`config.mk`:
```
export PLATFORM = sky130hd
export DESIGN_NAME = div_32_seq
export DESIGN_NICKNAME = d
export VERILOG_FILES = /design/src/rtl/div_32_seq_pkg.sv /design/src/rtl/div_32_seq_sub_step.sv /design/src/rtl/div_32_seq.sv
export SDC_FILE = /design/constraint.sdc
export NUM_CORES = 1
export LEC_CHECK = 0
export ABC_AREA = 1
export CAP_MARGIN = 0
export CORE_ASPECT_RATIO = 2
export CORE_MARGIN = 3
export CORE_UTILIZATION = 58
export CTS_BUF_LIST = sky130_fd_sc_hd__clkbuf_4 sky130_fd_sc_hd__clkbuf_8 sky130_fd_sc_hd__clkbuf_16
export DETAILED_ROUTE_END_ITERATION = 7
export PLACE_DENSITY = 0.81
export SLEW_MARGIN = 20
export SYNTH_ARGS = -nofsm -noshare
export SYNTH_HDL_FRONTEND = slang
export SYNTH_SLANG_ARGS = --single-unit
```
`constraint.sdc`:
```
create_clock -name clock -period 3.8 [get_ports clock]
set_clock_uncertainty 0.1 [all_clocks]
set_input_delay 0.76 -clock clock [delete_from_list [all_inputs] [get_ports clock]]
set_output_delay 0.76 -clock clock [all_outputs]
set_load 0.05 [all_outputs]
```
`src/rtl/div_32_seq_pkg.sv`:
```
// Shared definitions for the multdiv unit's iterative divider.
//   - FSM state encoding and iteration count.
//   - Carry-select adder and two's-complement helpers. Trial subtraction and
//     sign fix-up both use them, so the divider shares one adder style.
package div_32_seq_pkg;

   localparam int DIV_ITER = 32;

   typedef enum logic [1:0] {
      S_IDLE = 2'd0,
      S_RUN  = 2'd1,
      S_DONE = 2'd2
   } state_t;

   // 33-bit carry-select add. The low 17 bits ripple.
   // The high 16 bits are precomputed for both carry-in values.
   // The carry out of the low half then selects one of them.
   function automatic logic [32:0] csa_add(input logic [32:0] a,
                                           input logic [32:0] b,
                                           input logic        cin);
      logic [17:0] lo;
      logic [15:0] hi0;
      logic [15:0] hi1;
      lo  = {1'b0, a[16:0]} + {1'b0, b[16:0]} + {17'd0, cin};
      hi0 = a[32:17] + b[32:17];
      hi1 = a[32:17] + b[32:17] + 16'd1;
      return {(lo[17] ? hi1 : hi0), lo[16:0]};
   endfunction

   // Two's-complement negate as ~x + 1 through the adder. It wraps, so
   // negating 0x80000000 gives 0x80000000.
   function automatic logic [31:0] neg32(input logic [31:0] x);
      logic        unused_carry;
      logic [31:0] res;
      {unused_carry, res} = csa_add({1'b0, ~x}, 33'd0, 1'b1);
      return res;
   endfunction

   // Unsigned magnitude of a signed value.
   function automatic logic [31:0] abs32(input logic [31:0] x);
      return x[31] ? neg32(x) : x;
   endfunction

endpackage

```
`src/rtl/div_32_seq_sub_step.sv`:
```
// div_sub_step: one restoring-division trial subtraction.
//   rem_shifted [32:0] in  : partial remainder after the left shift
//   divisor     [31:0] in  : divisor magnitude
//   diff        [32:0] out : rem_shifted - divisor, 33-bit two's complement
//   ge                 out : 1 when the difference is non-negative
module div_sub_step
   import div_32_seq_pkg::*;
(
   input  logic [32:0] rem_shifted,
   input  logic [31:0] divisor,
   output logic [32:0] diff,
   output logic        ge
);

   // Subtraction is done as an add of ~{0,divisor} with carry-in 1.
   assign diff = csa_add(rem_shifted, ~{1'b0, divisor}, 1'b1);
   assign ge   = ~diff[32];

endmodule

```
`src/rtl/div_32_seq.sv`:
```
// div_32_seq: iterative signed 32-bit divider (restoring, one bit per cycle).
//   clock, reset   : rising-edge clock, synchronous active-high reset
//   ctrl_DIV       : start pulse; operands are captured in the same cycle
//   data_operandA  : dividend (two's complement)
//   data_operandB  : divisor (two's complement)
//   data_result    : quotient, held until the next completion
//   data_remainder : remainder, sign follows the dividend
//   data_exception : divide-by-zero or 0x80000000 / -1 overflow
//   data_resultRDY : one-cycle completion pulse
//   busy           : set while an operation is in RUN or DONE
// All outputs are registered, so they follow the FSM by one cycle.
module div_32_seq
   import div_32_seq_pkg::*;
#(
   parameter int WIDTH = 32,
   parameter int CNT_W = 5
) (
   input  logic             clock,
   input  logic             reset,
   input  logic             ctrl_DIV,
   input  logic [WIDTH-1:0] data_operandA,
   input  logic [WIDTH-1:0] data_operandB,
   output logic [WIDTH-1:0] data_result,
   output logic [WIDTH-1:0] data_remainder,
   output logic             data_exception,
   output logic             data_resultRDY,
   output logic             busy
);

   state_t             state, state_next;
   logic [CNT_W-1:0]   count;
   logic [WIDTH-1:0]   rem, quo, abs_b;
   logic               neg_q, neg_r, exc;

   logic               b_zero, overflow;
   logic [WIDTH:0]     rem_shifted, step_diff;
   logic               step_ge;
   logic [WIDTH-1:0]   quo_fixed, rem_fixed;
   logic               unused_diff_msb;

   assign b_zero   = (data_operandB == '0);
   assign overflow = (data_operandA == 32'h8000_0000) && (data_operandB == 32'hFFFF_FFFF);

   // The next dividend bit shifts into the remainder. rem < |B| <= 2^31, so
   // this shifted value always fits in 33 bits.
   assign rem_shifted = {rem, quo[WIDTH-1]};

   div_sub_step u_step (
      .rem_shifted (rem_shifted),
      .divisor     (abs_b),
      .diff        (step_diff),
      .ge          (step_ge)
   );

   // A non-negative trial difference fits in the low 32 bits. Its sign bit
   // is already available as step_ge.
   assign unused_diff_msb = step_diff[WIDTH];

   assign quo_fixed = neg_q ? neg32(quo) : quo;
   assign rem_fixed = neg_r ? neg32(rem) : rem;

   // NOTE: state_next gets a default before the case, so paths that do not
   // assign it do not infer a latch.
   always_comb begin
      state_next = state;
      if (ctrl_DIV) begin
         // A start pulse wins in every state. It aborts a running operation.
         state_next = b_zero ? S_DONE : S_RUN;
      end else begin
         case (state)
            S_RUN:   if (count == CNT_W'(DIV_ITER - 1)) state_next = S_DONE;
            S_DONE:  state_next = S_IDLE;
            default: state_next = S_IDLE;
         endcase
      end
   end

   // NOTE: all sequential state uses non-blocking assignments. Every
   // register then samples pre-edge values, whatever the statement order.
   always_ff @(posedge clock) begin
      if (reset) state <= S_IDLE;
      else       state <= state_next;
   end

   always_ff @(posedge clock) begin
      if (reset) begin
         count          <= '0;
         rem            <= '0;
         quo            <= '0;
         abs_b          <= '0;
         neg_q          <= 1'b0;
         neg_r          <= 1'b0;
         exc            <= 1'b0;
         data_result    <= '0;
         data_remainder <= '0;
         data_exception <= 1'b0;
         data_resultRDY <= 1'b0;
         busy           <= 1'b0;
      end else begin
         data_resultRDY <= (state == S_DONE);
         busy           <= (state != S_IDLE);

         // The finishing result is published even if a new start arrives
         // in the same cycle.
         if (state == S_DONE) begin
            data_result    <= quo_fixed;
            data_remainder <= rem_fixed;
            data_exception <= exc;
         end

         if (ctrl_DIV) begin
            abs_b <= abs32(data_operandB);
            neg_q <= data_operandA[WIDTH-1] ^ data_operandB[WIDTH-1];
            neg_r <= data_operandA[WIDTH-1];
            exc   <= b_zero | overflow;
            count <= '0;
            rem   <= '0;
            quo   <= b_zero ? '0 : abs32(data_operandA);
         end else if (state == S_RUN) begin
            rem   <= step_ge ? step_diff[WIDTH-1:0] : rem_shifted[WIDTH-1:0];
            quo   <= {quo[WIDTH-2:0], step_ge};
            count <= count + 1'b1;
         end
      end
   end

endmodule

```
== Yosys cells after proc, flatten, opt, wreduce, memory -nomap -nowiden ==
Index checks and enable logic that the tools add are counted.

* Bits in registers: 173
* Output and inout bits: 67
* Logic and storage cells: 62

* $add $sub $neg: 13
* Equality and inequality tests: 6
* Muxes and demuxes: 17
* Bitwise gates (word level): 8
* Reduce and logical (&&, ||, !) cells: 5

{| class="wikitable"
|+ Operator list
! operator !! number
|-
| $mux W32 || 8
|-
| $not A32 Y32 || 4
|-
| $add A17 B1 Y18 const B || 4
|-
| $eq A32 B32 Y1 const B || 2
|-
| $add A15 B1 Y15 const B || 4
|-
| $mux W15 || 4
|-
| $not A32 Y33 || 1
|-
| $logic_not A32 Y1 || 1
|-
| $add A17 B17 Y18 || 1
|-
| $add A18 B1 Y18 const B || 1
|-
| $add A16 B1 Y16 const B || 1
|-
| $add A16 B16 Y16 || 1
|-
| $mux W16 || 1
|-
| $mux W2 || 4
|-
| $add A5 B1 Y5 const B || 1
|-
| $eq A5 B5 Y1 const B || 1
|-
| $reduce_bool A2 Y1 || 2
|-
| $ne A3 B3 Y1 const B || 1
|-
| $eq A2 B1 Y1 const B || 1
|-
| $eq A2 B2 Y1 const B || 1
|-
| $reduce_or A2 Y1 || 1
|-
| $logic_and A1 B1 Y1 || 1
|-
| $not A1 Y1 || 1
|-
| $or A1 B1 Y1 || 1
|-
| $xor A1 B1 Y1 || 1
|}

== Depth between registers and ports, before layout ==
Gate-level depths: netlist of the first run.

* Depth in word-level cells: 7
* Gate-level depth with buffers: 22
* Mapped depth without buffers: 21

== By module ==
Synthesis of the first run repeated with hierarchy kept, for this count alone.

* Cell total of the unflattened synthesis: 2048
* Area total of the unflattened synthesis: 12630.9 um2

{| class="wikitable"
|+ Modules (own cells, without submodules)
! module !! times used !! cells an instance !! area an instance (um2)
|-
| div_32_seq || 1 || 1609 || 10278.6
|-
| div_sub_step || 1 || 439 || 2352.3
|}

== Worst setup path before layout of the first run ==
OpenSTA, ideal clock, no wires.

* Path type: register to register
* From: register rem[16]
* To: register rem[10]
* Library setup time: 0.132 ns
* Data arrival time: 2.553 ns
* Data required time: 3.568 ns
* Slack: 1.015 ns
* Stages on the path, launching flop included: 21
* Path buffers: 1
* Cell sequence: dfxtp_1 ha_1 inv_1 fa_1 inv_1 nand2_2 nand2_1 nand3_2 nand2_1 nand2_1 nand2_2 nand2_1 nor2_4 nand2_4 nor2_8 nand3_4 nand2_8 buf_12 nand2_4 nand3_2 a21oi_2

* Longest elaborated chain between the ends: 4

{| class="wikitable"
|+ RTL lines
! item !! RTL line !! RTL
|-
| start: declaration || div_32_seq.sv:32 || <nowiki>logic [WIDTH-1:0] rem, quo, abs_b;</nowiki>
|-
| start signal: assignment || div_32_seq.sv:120 || <nowiki>rem <= step_ge ? step_diff[WIDTH-1:0] : rem_shifted[WIDTH-1:0];</nowiki>
|-
| $add A16 B16 Y16 * || div_32_seq_pkg.sv:25, div_32_seq_pkg.sv:26 ||
|-
| $add A16 B1 Y16 || div_32_seq_pkg.sv:26 || <nowiki>hi1 = a[32:17] + b[32:17] + 16'd1;</nowiki>
|-
| $mux W16 * || div_32_seq_pkg.sv:27 || <nowiki>return {(lo[17] ? hi1 : hi0), lo[16:0]};</nowiki>
|-
| $mux W32 * || div_32_seq.sv:120 ||
|}

Every way passes the cells marked *; elsewhere a longest branch is shown, timed or not.
A chain may end at the register's enable or synchronous reset.

== Worst setup path after layout of the first run ==
* From: register rem[16]
* To: register rem[3]

Same word-level chain as after synthesis.

==> key figures, run 1 <==
GRT
  • Total GRT Usage: 0.3131
  • Global-route wire length before repair: 61530 um
  • Vias in the first global route: 13090
  • Pin count of the biggest net entering global routing: 104
  • Initial antenna violation count: 0
  • Gr ovfl total: 0

Detailed routing
  • Total number of vias: 13530
  • Number of remaining DRC errors: 0
  • Via density: 5.734
  • Routed Antenna Nets: 0
  • First-pass DRT Iterations: 5
  • DR top layer: met4
  • Final wirelength: 38640 um
  • Metal3 WL: 1589 um
  • Post-DR wirelength/cell: 16.38 um
  • Wl on met1: 14050 um
  • Number of DRC markers in iteration 0: 949
  • DR WL met2: 20330 um

Cells and area
  • Layout area overhead: 16.19%
  • Filler cell count: 1907
  • Layout cell share with drive strength beyond 1: 0.07814
  • Ant diodes: 0
  • Net count, final: 2186

Timing
  • Slew Viols, Final: 0
  • Final hold vios: 0
  • Part of the cycle the worst path needs: 0.8980
  • # setup viols final: 0
  • Post-Route Setup TNS: 0 ns
  • Clock period minus final worst setup slack: 3.412 ns
  • RSZ-0062 raised after global routing: false
  • Slew @ Worst Pin: 0.9733 ns
  • Highest clock rate: 293.0 MHz
  • Slew HR: 0.3512

Synthesis
  • Ranking of synthesized cells by area: dfxtp_1, nand2_1, inv_1
  • Most frequent cell after synthesis: nand2_1
  • Cells after Synth: 1972
  • Post-synth EDFFs: 0
  • Part of the Yosys area used for sequential elements: 0.2707
  • Top cell type's share of synthesized area: 0.2707
  • Top FF cell, synth: dfxtp_1
  • Synth Cell Area: 0.01280 mm^2
  • Post-synth ARST share: 0
  • Post-Syn Nets: 2085
  • Yosys Warn Count: 0
  • Leading area contributor after synthesis: dfxtp_1
  • Post-synth cell types: 52
  • Post-synth top cells: nand2_1, inv_1, o21ai_0
  • Seq cells post-synth: 173
  • Syn Area/Cell: 6.489 um^2

Setup path
  • Kind of end point of the critical path: register
  • Max incr delay on CP: 0.45 ns
  • Most used cell, CP: nand2_1
  • Critical-path cell list: ha_1 -> inv_1 -> fa_1 -> inv_1 -> nand2_2 -> nand2_1 -> nand3_2 -> nand2_1 -> nand2_1 -> nand2_2 -> nand2_1 -> nor2_4 -> nand2_4 -> nor2_8 -> nand2_4 -> nand2_8 -> nand2_8 -> nand2_1 -> nand3_1 -> a21oi_1
  • Crit-path slowest cell: dfxtp_1
  • Crit start category: register
  • R2R Setup Slk: 0.39 ns
  • WP data arrival: 3.70 ns
  • CP required: 4.08 ns
  • Cells on worst reg2reg path: 20
  • Critical register-to-register path startpoint: rem[16]
  • Crit Path Max Fanout: 28
  • Reg-to-Reg End: rem[3]
  • Crit path kind: reg2reg

Die
  • Die X-Extent: 111.0 um
  • Initial Utilization: 0.5928
  • Core Area: 0.02159 mm^2
  • Num ports: 134
  • Row Count: 76
  • Die Y: 216.1 um
  • DIE AREA: 0.02399 mm^2

Clock network
  • Clk sinks: 173
  • Clock latency on the worst-skew pair: 0.46 ns
  • H-tree levels: 4
  • Clock root cell: clkbuf_16
  • Clk buf depth: 2
  • Worst-path clk slew: 0.07 ns
  • Setup Buffers After CTS: 0
  • TritonCTS Buffers: 17
  • CTS tree: done
  • Resize count post-CTS: 0
  • Hold buffers post-CTS: 0

Power and ir drop
  • Power Dens Cells: 341.0 mW/mm^2
  • Switching Share: 0.3409
  • Net Sw Power: 1.728 mW
  • Leakage: 6.966 nW
  • Peak supply drop: 461.2 uV
  • Clock Power Share: 0.364
  • Final Power: 5.071 mW
  • Part of the power in registers: 0.392
  • Int Pwr: 3.342 mW
  • Gate power share: 0.244

Hold path
  • Hold Path Origin: abs_b[26]
  • Min-delay worst type: reg2reg
  • Hold Crit Endpoint: abs_b[26]
  • WHS Path Cells: 2

Place
  • I/O Buffers: 133
  • Routability cong.: 0.9531
  • Post-DP HPWL: 29750 um

Outcome
  • Outcome: completed

Job
  • MaxCap Viol Count: 0
## power by group through the flow
| stage | Sequential [mW] | Combinational [mW] | Clock (mW) |
|---|---|---|---|
| after floorplan | 2.14 | 0.723 | 0 |
| after global placement | 2.02 | 1.21 | 0 |
| after detailed placement | 2.02 | 1.22 | 0 |
| after CTS | 1.98 | 1.23 | 1.86 |
| after global routing | 2.00 | 1.35 | 1.93 |
| final | 1.99 | 1.24 | 1.85 |
## final cells by class
type	instances	area, um^2	share of cell area
Clock buffer	18	439.2	0.02954
Tap cell	273	341.6	0.02297
Timing Repair Buffer	161	1541	0.1037
Sequential cell	173	3463	0.2329
Inverter	279	1047	0.07044
Clock inverter	14	173.9	0.01170
Multi-Input combinational cell	1441	7861	0.5287
## placed cells by master (no fill, tap or decap), drive strengths merged, types with 3 or more instances in the layout
cell	synthesis	layout
a21oi	158	158
a22oi	6	6
a31oi	11	11
buf	18	28
clkbuf	61	18
clkdlybuf4s50	0	133
clkinv	6	7
dfxtp	173	173
ha	44	44
inv	273	282
nand2	442	442
nand3	155	155
nand3b	3	3
nand4	26	26
nor2	192	192
nor3	43	43
nor4	11	11
o211ai	26	26
o21ai	191	191
o21bai	4	4
o221ai	7	7
o22ai	18	18
o31ai	4	4
or2	4	4
xnor2	19	19
xor2	64	64
## worst max-delay path, delay by kind of cell (launching register included)
family	cells	cell delay, ns
compound gates	1	0.15
fa+ha+maj	2	0.68
buf+inv	2	0.20
flops	1	0.45
simple gates	15	1.73
## state kept, by name (all words and copies together) (netlist names)
register and cells:
state 2, count 5, quo 32, abs_b 32
data_exception 1, exc 1, data_result 32, neg_q 1
busy 1, rem 32, neg_r 1, data_resultRDY 1
data_remainder 32
## metrics by stage
step | instances | cell area, um^2 | setup WS (ns) | utilization | hold WS (ns)
final | 2359 | 14870 | 0.3875 | 0.6888 | 0.3586
after global routing | 2359 | 14870 | 0.1306 | 0.6888 | 0.3903
after floorplan | 1972 | 12800 | 1.015 | - | 0.3260
after global placement | 2327 | 14250 | 0.3325 | 0.6604 | 0.3434
after CTS | 2359 | 14870 | 0.4054 | 0.6888 | 0.3613
after detailed placement | 2327 | 14250 | 0.3785 | 0.6604 | 0.3495
## worst max-delay path by stage
stage / start / end / slack, ns
after floorplan: rem[16] / rem[10] / 1.01
after global placement: data_operandB[2] / abs_b[31] / 0.33
after detailed placement: data_operandA[4] / quo[29] / 0.38
after CTS: rem[16] / rem[8] / 0.41
after global routing: rem[16] / rem[8] / 0.13
final: rem[16] / rem[3] / 0.39
## kinds of logic (layout without fill, tap and decap cells)
kind of cell / after synthesis / in the layout / share of synthesized area
compound gates: 434 / 434 / 0.1909
simple gates: 878 / 878 / 0.3194
fa+ha+maj: 46 / 46 / 0.04615
buf+inv: 358 / 472 / 0.1162
flops: 173 / 173 / 0.2707
xor+xnor: 83 / 83 / 0.05681
## routing by layer
layer	GRT usage	vias to the layer above
li1	-	6679
met1	0.3087	6193
met2	0.5890	497
met3	0.03996	157
met4	0.2286	0
met5	0	-
Note: power is estimated with default switching activity, not from simulation.
==> run 2: changes to the inputs <==
--- a/config.mk
+++ b/config.mk
@@ -12,8 +12,9 @@
 export CORE_UTILIZATION = 58
 export CTS_BUF_LIST = sky130_fd_sc_hd__clkbuf_4 sky130_fd_sc_hd__clkbuf_8 sky130_fd_sc_hd__clkbuf_16
 export DETAILED_ROUTE_END_ITERATION = 7
+export MAX_ROUTING_LAYER = met4
 export PLACE_DENSITY = 0.81
-export SLEW_MARGIN = 20
+export SLEW_MARGIN = 5
 export SYNTH_ARGS = -nofsm -noshare
 export SYNTH_HDL_FRONTEND = slang
 export SYNTH_SLANG_ARGS = --single-unit
==> run 2 against run 1 <==
- count of clock-buffer cells in the layout is 3 higher
- cell area is 0.17% lower
- highest routed layer unchanged
- clock power is 4% lower
- die area stayed put
- global-route usage is 1.0 points higher
- first-iteration DRC count is 5.7% higher
- sequential cell count stayed put
- utilization is 0.12 points lower
==> key figures, run 2 (synthesis gave the netlist of run 1 again) <==
Die
  • Row Count: 76
  • Initial Utilization: 0.5928
  • DIE AREA: 0.02399 mm^2
  • Die Y: 216.1 um
  • Core Area: 0.02159 mm^2
  • Num ports: 134
  • Die X-Extent: 111.0 um

GRT
  • Total GRT Usage: 0.3235
  • Gr ovfl total: 0
  • Pin count of the biggest net entering global routing: 104
  • Global-route wire length before repair: 61960 um
  • Initial antenna violation count: 0
  • Vias in the first global route: 13260

Setup path
  • Crit start category: register
  • WP data arrival: 3.77 ns
  • Kind of end point of the critical path: register
  • Crit path kind: reg2reg
  • Reg-to-Reg End: rem[5]
  • Crit Path Max Fanout: 28
  • R2R Setup Slk: 0.31 ns
  • Cells on worst reg2reg path: 20
  • CP required: 4.08 ns
  • Critical register-to-register path startpoint: rem[16]

Place
  • Dpl ws: 0.3191 ns
  • I/O Buffers: 133
  • Routability cong.: 0.9537
  • Post-DP HPWL: 30030 um
  • DP Area: 0.01426 mm^2

Clock network
  • CTS tree: done
  • Clock root cell: clkbuf_16
  • Worst-path clk slew: 0.06 ns
  • Clock latency on the worst-skew pair: 0.45 ns
  • Clk sinks: 173
  • TritonCTS Buffers: 17
  • H-tree levels: 4
  • Clk buf depth: 2
  • Resize count post-CTS: 0
  • Hold buffers post-CTS: 0
  • Setup Buffers After CTS: 0

Hold path
  • Hold Path Origin: abs_b[26]
  • Hold Crit Endpoint: abs_b[26]
  • Min-delay worst type: reg2reg
  • WHS Path Cells: 2

Power and ir drop
  • Final Power: 5.001 mW
  • Leakage: 6.949 nW
  • Power Dens Cells: 336.9 mW/mm^2
  • Peak supply drop: 401.3 uV
  • Int Pwr: 3.347 mW
  • Switching Share: 0.3307
  • Net Sw Power: 1.654 mW
  • Part of the power in registers: 0.398
  • Gate power share: 0.247
  • Clock Power Share: 0.355

Timing
  • Post-Route Setup TNS: 0 ns
  • Slew @ Worst Pin: 0.9623 ns
  • Clock period minus final worst setup slack: 3.493 ns
  • Part of the cycle the worst path needs: 0.9193
  • RSZ-0062 raised after global routing: false
  • Slew Viols, Final: 0
  • # setup viols final: 0
  • Highest clock rate: 286.3 MHz
  • Worst Setup Slack, final: 0.3066 ns
  • Final hold vios: 0
  • Slew HR: 0.3585

Outcome
  • Outcome: completed

Cells and area
  • Ant diodes: 0
  • Most common cell after layout, fill and taps aside: nand2_1
  • Net count, final: 2184
  • Layout cell share with drive strength beyond 1: 0.07593
  • Layout area overhead: 16.00%
  • Post-route cell area: 0.01484 mm^2
  • Most frequent cells in the layout: nand2_1, inv_1, o21ai_0

Job
  • MaxCap Viol Count: 0

Detailed routing
  • Number of DRC markers in iteration 0: 1003
  • First-pass DRT Iterations: 6
  • Post-DR wirelength/cell: 16.42 um
  • Via density: 5.733
  • Total number of vias: 13500
  • Routed Antenna Nets: 0
  • Final wirelength: 38660 um
  • Number of remaining DRC errors: 0
## run 2: cell type report
cell class	instances	area [um^2]
repair buffers	159	1551
fillers	1912	6743
inverters	279	1047
flip-flops and latches	173	3463
multi-input cells	1441	7861
well taps	273	341.6
clock inverters	8	110.1
clock buffers	21	467.9
## run 2: metrics by stage
stage | instances | utilization | hold WS [ns]
finish | 2354 | 0.6876 | 0.3553
global route | 2354 | 0.6876 | 0.3893
CTS | 2354 | 0.6876 | 0.3593
detailed placement | 2325 | 0.6609 | 0.3487
global placement | 2325 | 0.6609 | 0.3452
floorplan | 1972 | - | 0.3260
## run 2: worst max path at each step
stage	startpoint	endpoint	slack [ns]	cells past startpoint
6_report	rem[16]	rem[5]	0.31	20
5_1_grt	rem[16]	rem[4]	0.07	20
4_1_cts	rem[16]	rem[5]	0.29	20
3_5_place_dp	data_operandB[2]	abs_b[25]	0.32	13
3_3_place_gp	data_operandB[2]	abs_b[25]	0.36	13
2_1_floorplan	rem[16]	rem[10]	1.01	20
## run 2: critical path, cell delays in order (launching register included)
cell and delay [ns]:
dfxtp_1 0.45, ha_1 0.29, inv_1 0.08, fa_1 0.40
inv_1 0.14, nand2_2 0.09, nand2_1 0.09, nand3_2 0.10
nand2_1 0.12, nand2_1 0.08, nand2_2 0.09, nand2_1 0.09
nor2_4 0.10, nand2_4 0.09, nor2_8 0.17, nand2_4 0.09
nand2_8 0.18, nand2_8 0.27, nand2_1 0.14, nand3_1 0.10
a21oi_1 0.16
## run 2: layer usage
metal	wire length (um)	vias to the layer above	GRT usage
li1	-	6674	-
met1	13700	6160	0.3005
met2	20580	511	0.6089
met3	1829	150	0.04582
met4	2553	0	0.2091
met5	0	-	-
## run 2: power groups by stage
| stage | logic, mW | clock network, mW | registers (mW) |
|---|---|---|---|
| 2_1_floorplan | 0.723 | 0 | 2.14 |
| 3_3_place_gp | 1.20 | 0 | 2.02 |
| 3_5_place_dp | 1.22 | 0 | 2.03 |
| 4_1_cts | 1.23 | 1.79 | 1.99 |
| 5_1_grt | 1.35 | 1.86 | 2.00 |
| 6_report | 1.23 | 1.78 | 1.99 |
==> run 3: changes to the inputs <==
--- a/config.mk
+++ b/config.mk
@@ -9,11 +9,11 @@
 export CAP_MARGIN = 0
 export CORE_ASPECT_RATIO = 2
 export CORE_MARGIN = 3
-export CORE_UTILIZATION = 58
+export CORE_UTILIZATION = 53
 export CTS_BUF_LIST = sky130_fd_sc_hd__clkbuf_4 sky130_fd_sc_hd__clkbuf_8 sky130_fd_sc_hd__clkbuf_16
 export DETAILED_ROUTE_END_ITERATION = 7
 export MAX_ROUTING_LAYER = met4
-export PLACE_DENSITY = 0.81
+export PLACE_DENSITY = 0.78
 export SLEW_MARGIN = 5
 export SYNTH_ARGS = -nofsm -noshare
 export SYNTH_HDL_FRONTEND = slang
==> constraint.sdc (replaced) <==
create_clock -name clock -period 3.1 [get_ports clock]
set_clock_uncertainty 0.1 [all_clocks]
set_input_delay 0.62 -clock clock [delete_from_list [all_inputs] [get_ports clock]]
set_output_delay 0.62 -clock clock [all_outputs]
set_load 0.05 [all_outputs]
==> run 3 against run 2 <==
- die area increased by 9.0%
- register-to-register slack worse by 0.08 ns
- fmax grew 22%
- utilization shrank 3.2 points
- via count rose by 0.55%
- non-clock buffer count grew 60
- worst hold slack better by 0.021 ns
- clock power up 30%
- worst setup slack worse by 0.082 ns
- sequential cell count is the same
- first-iteration DRC count is 0.70% higher
==> key figures, run 3 (synthesis gave the netlist of run 1 again) <==
Detailed routing
  • Total number of vias: 13570
  • Final wirelength: 40670 um
  • Routed Antenna Nets: 0
  • First-pass DRT Iterations: 8
  • Number of DRC markers in iteration 0: 1010
  • Post-DR wirelength/cell: 16.76 um
  • Via density: 5.591
  • Number of remaining DRC errors: 0

Die
  • Die X-Extent: 115.9 um
  • Core Area: 0.02353 mm^2
  • Num ports: 134
  • Initial Utilization: 0.5439
  • Row Count: 79
  • DIE AREA: 0.02616 mm^2
  • Die Y: 225.7 um

GRT
  • Vias in the first global route: 13020
  • Pin count of the biggest net entering global routing: 104
  • Global-route wire length before repair: 63600 um
  • Total GRT Usage: 0.3153
  • Gr ovfl total: 0
  • Initial antenna violation count: 0

Place
  • DP Area: 0.01474 mm^2
  • Dpl ws: 0.04304 ns
  • Post-DP HPWL: 31980 um
  • I/O Buffers: 133
  • Routability cong.: 1.006

Setup path
  • R2R Setup Slk: 0.22 ns
  • Reg-to-Reg End: rem[31]
  • CP required: 3.32 ns
  • Cells on worst reg2reg path: 20
  • Crit Path Max Fanout: 9
  • Crit start category: register
  • WP data arrival: 3.10 ns
  • Crit path kind: reg2reg
  • Kind of end point of the critical path: register
  • Worst Setup SP: rem[16]
  • Critical register-to-register path startpoint: rem[16]

Power and ir drop
  • Power Dens Cells: 409.8 mW/mm^2
  • Peak supply drop: 392.4 uV
  • Leakage: 7.292 nW

Timing
  • # setup viols final: 0
  • Final hold vios: 0
  • Slew Viols, Final: 0
  • RSZ-0062 raised after global routing: false
  • Worst Setup Slack, final: 0.2250 ns
  • Post-Route Setup TNS: 0 ns
  • Part of the cycle the worst path needs: 0.9274
  • Slew HR: 0.3732
  • Slew @ Worst Pin: 0.9403 ns
  • Clock period minus final worst setup slack: 2.875 ns
  • Highest clock rate: 347.8 MHz

Cells and area
  • Layout cell share with drive strength beyond 1: 0.1045
  • Post-route cell area: 0.01541 mm^2
  • Ant diodes: 0
  • Layout area overhead: 20.47%
  • FF/Latch Area: 0.003463 mm^2
  • Filler cell count: 2187
  • Net count, final: 2244
  • Multi-input gate area: 0.007866 mm^2
  • Most frequent cells in the layout: nand2_1, inv_1, o21ai_0
  • Most common cell after layout, fill and taps aside: nand2_1

Hold path
  • Hold Path Origin: abs_b[26]
  • Min-delay worst type: reg2reg
  • WHS Path Cells: 2
  • Hold Crit Endpoint: abs_b[26]

Outcome
  • Outcome: completed

Clock network
  • Clock root cell: clkbuf_16
  • TritonCTS Buffers: 17
  • H-tree levels: 4
  • Hold buffers post-CTS: 0
  • Clk sinks: 173
  • Clk buf depth: 2
  • Clock latency on the worst-skew pair: 0.45 ns
  • Worst-path clk slew: 0.07 ns
  • CTS tree: done

Job
  • MaxCap Viol Count: 0
==> run 3: timing repair <==
action                                  CTS  global route
endpoints found under the setup margin    0            32
setup buffers                             0             2
gates resized for setup                   0             4
==> run 3: worst max-delay path by stage <==
stage	endpoint	slack, ns	cells after the start
after global routing	rem[2]	0.002	20
after floorplan	rem[10]	0.31	20
after CTS	rem[18]	0.10	20
after detailed placement	abs_b[31]	0.04	12
after global placement	abs_b[25]	0.07	13
final	rem[31]	0.22	20
==> run 3: layer usage <==
layer,global-route usage,share of wire,vias to the layer above
li1,-,-,6777
met4,0.1817,0.065,0
met3,0.04854,0.044,133
met5,-,0,-
met1,0.2939,0.35,6232
met2,0.5907,0.54,427
==> run 3: critical path, stage by stage, from the launching register on <==
cell	delay, ns
dfxtp_1	0.35
ha_1	0.18
inv_1	0.06
fa_2	0.35
inv_2	0.11
nand2_2	0.06
nand2_1	0.07
nand3_2	0.08
nand2_1	0.11
nand2_1	0.09
nand2_1	0.07
nand2_1	0.04
nand2_1	0.10
nand2_2	0.09
nor2_4	0.21
nand3_4	0.16
nand2_8	0.14
buf_12	0.16
nand2_1	0.06
nand3_1	0.07
a21oi_1	0.06
==> run 3: report_power, final <==
part           total [mW]  switching, mW  internal (mW)
Sequential           2.43         0.0910           2.34
Combinational        1.58           1.02          0.553
Clock                2.31          0.966           1.34
==> run 3: layout make-up <==
| class | instances | area share |
|---|---|---|
| flip-flops and latches | 173 | 0.2247 |
| multi-input cells | 1441 | 0.5103 |
| inverters | 279 | 0.06794 |
| clock inverters | 11 | 0.01006 |
| repair buffers | 219 | 0.1337 |
| well taps | 283 | 0.02297 |
| clock buffers | 21 | 0.03036 |
==> run 3: through the flow <==
stage                       util  total power [mW]  instances  hold WS [ns]
after floorplan                -             3.508       1972        0.3260
after global placement    0.6267             4.017       2392        0.3413
after detailed placement  0.6267             4.034       2392        0.3671
after CTS                 0.6532             6.325       2424        0.3797
after global routing      0.6552             6.567       2427        0.3982
final                     0.6552             6.316       2427        0.3759
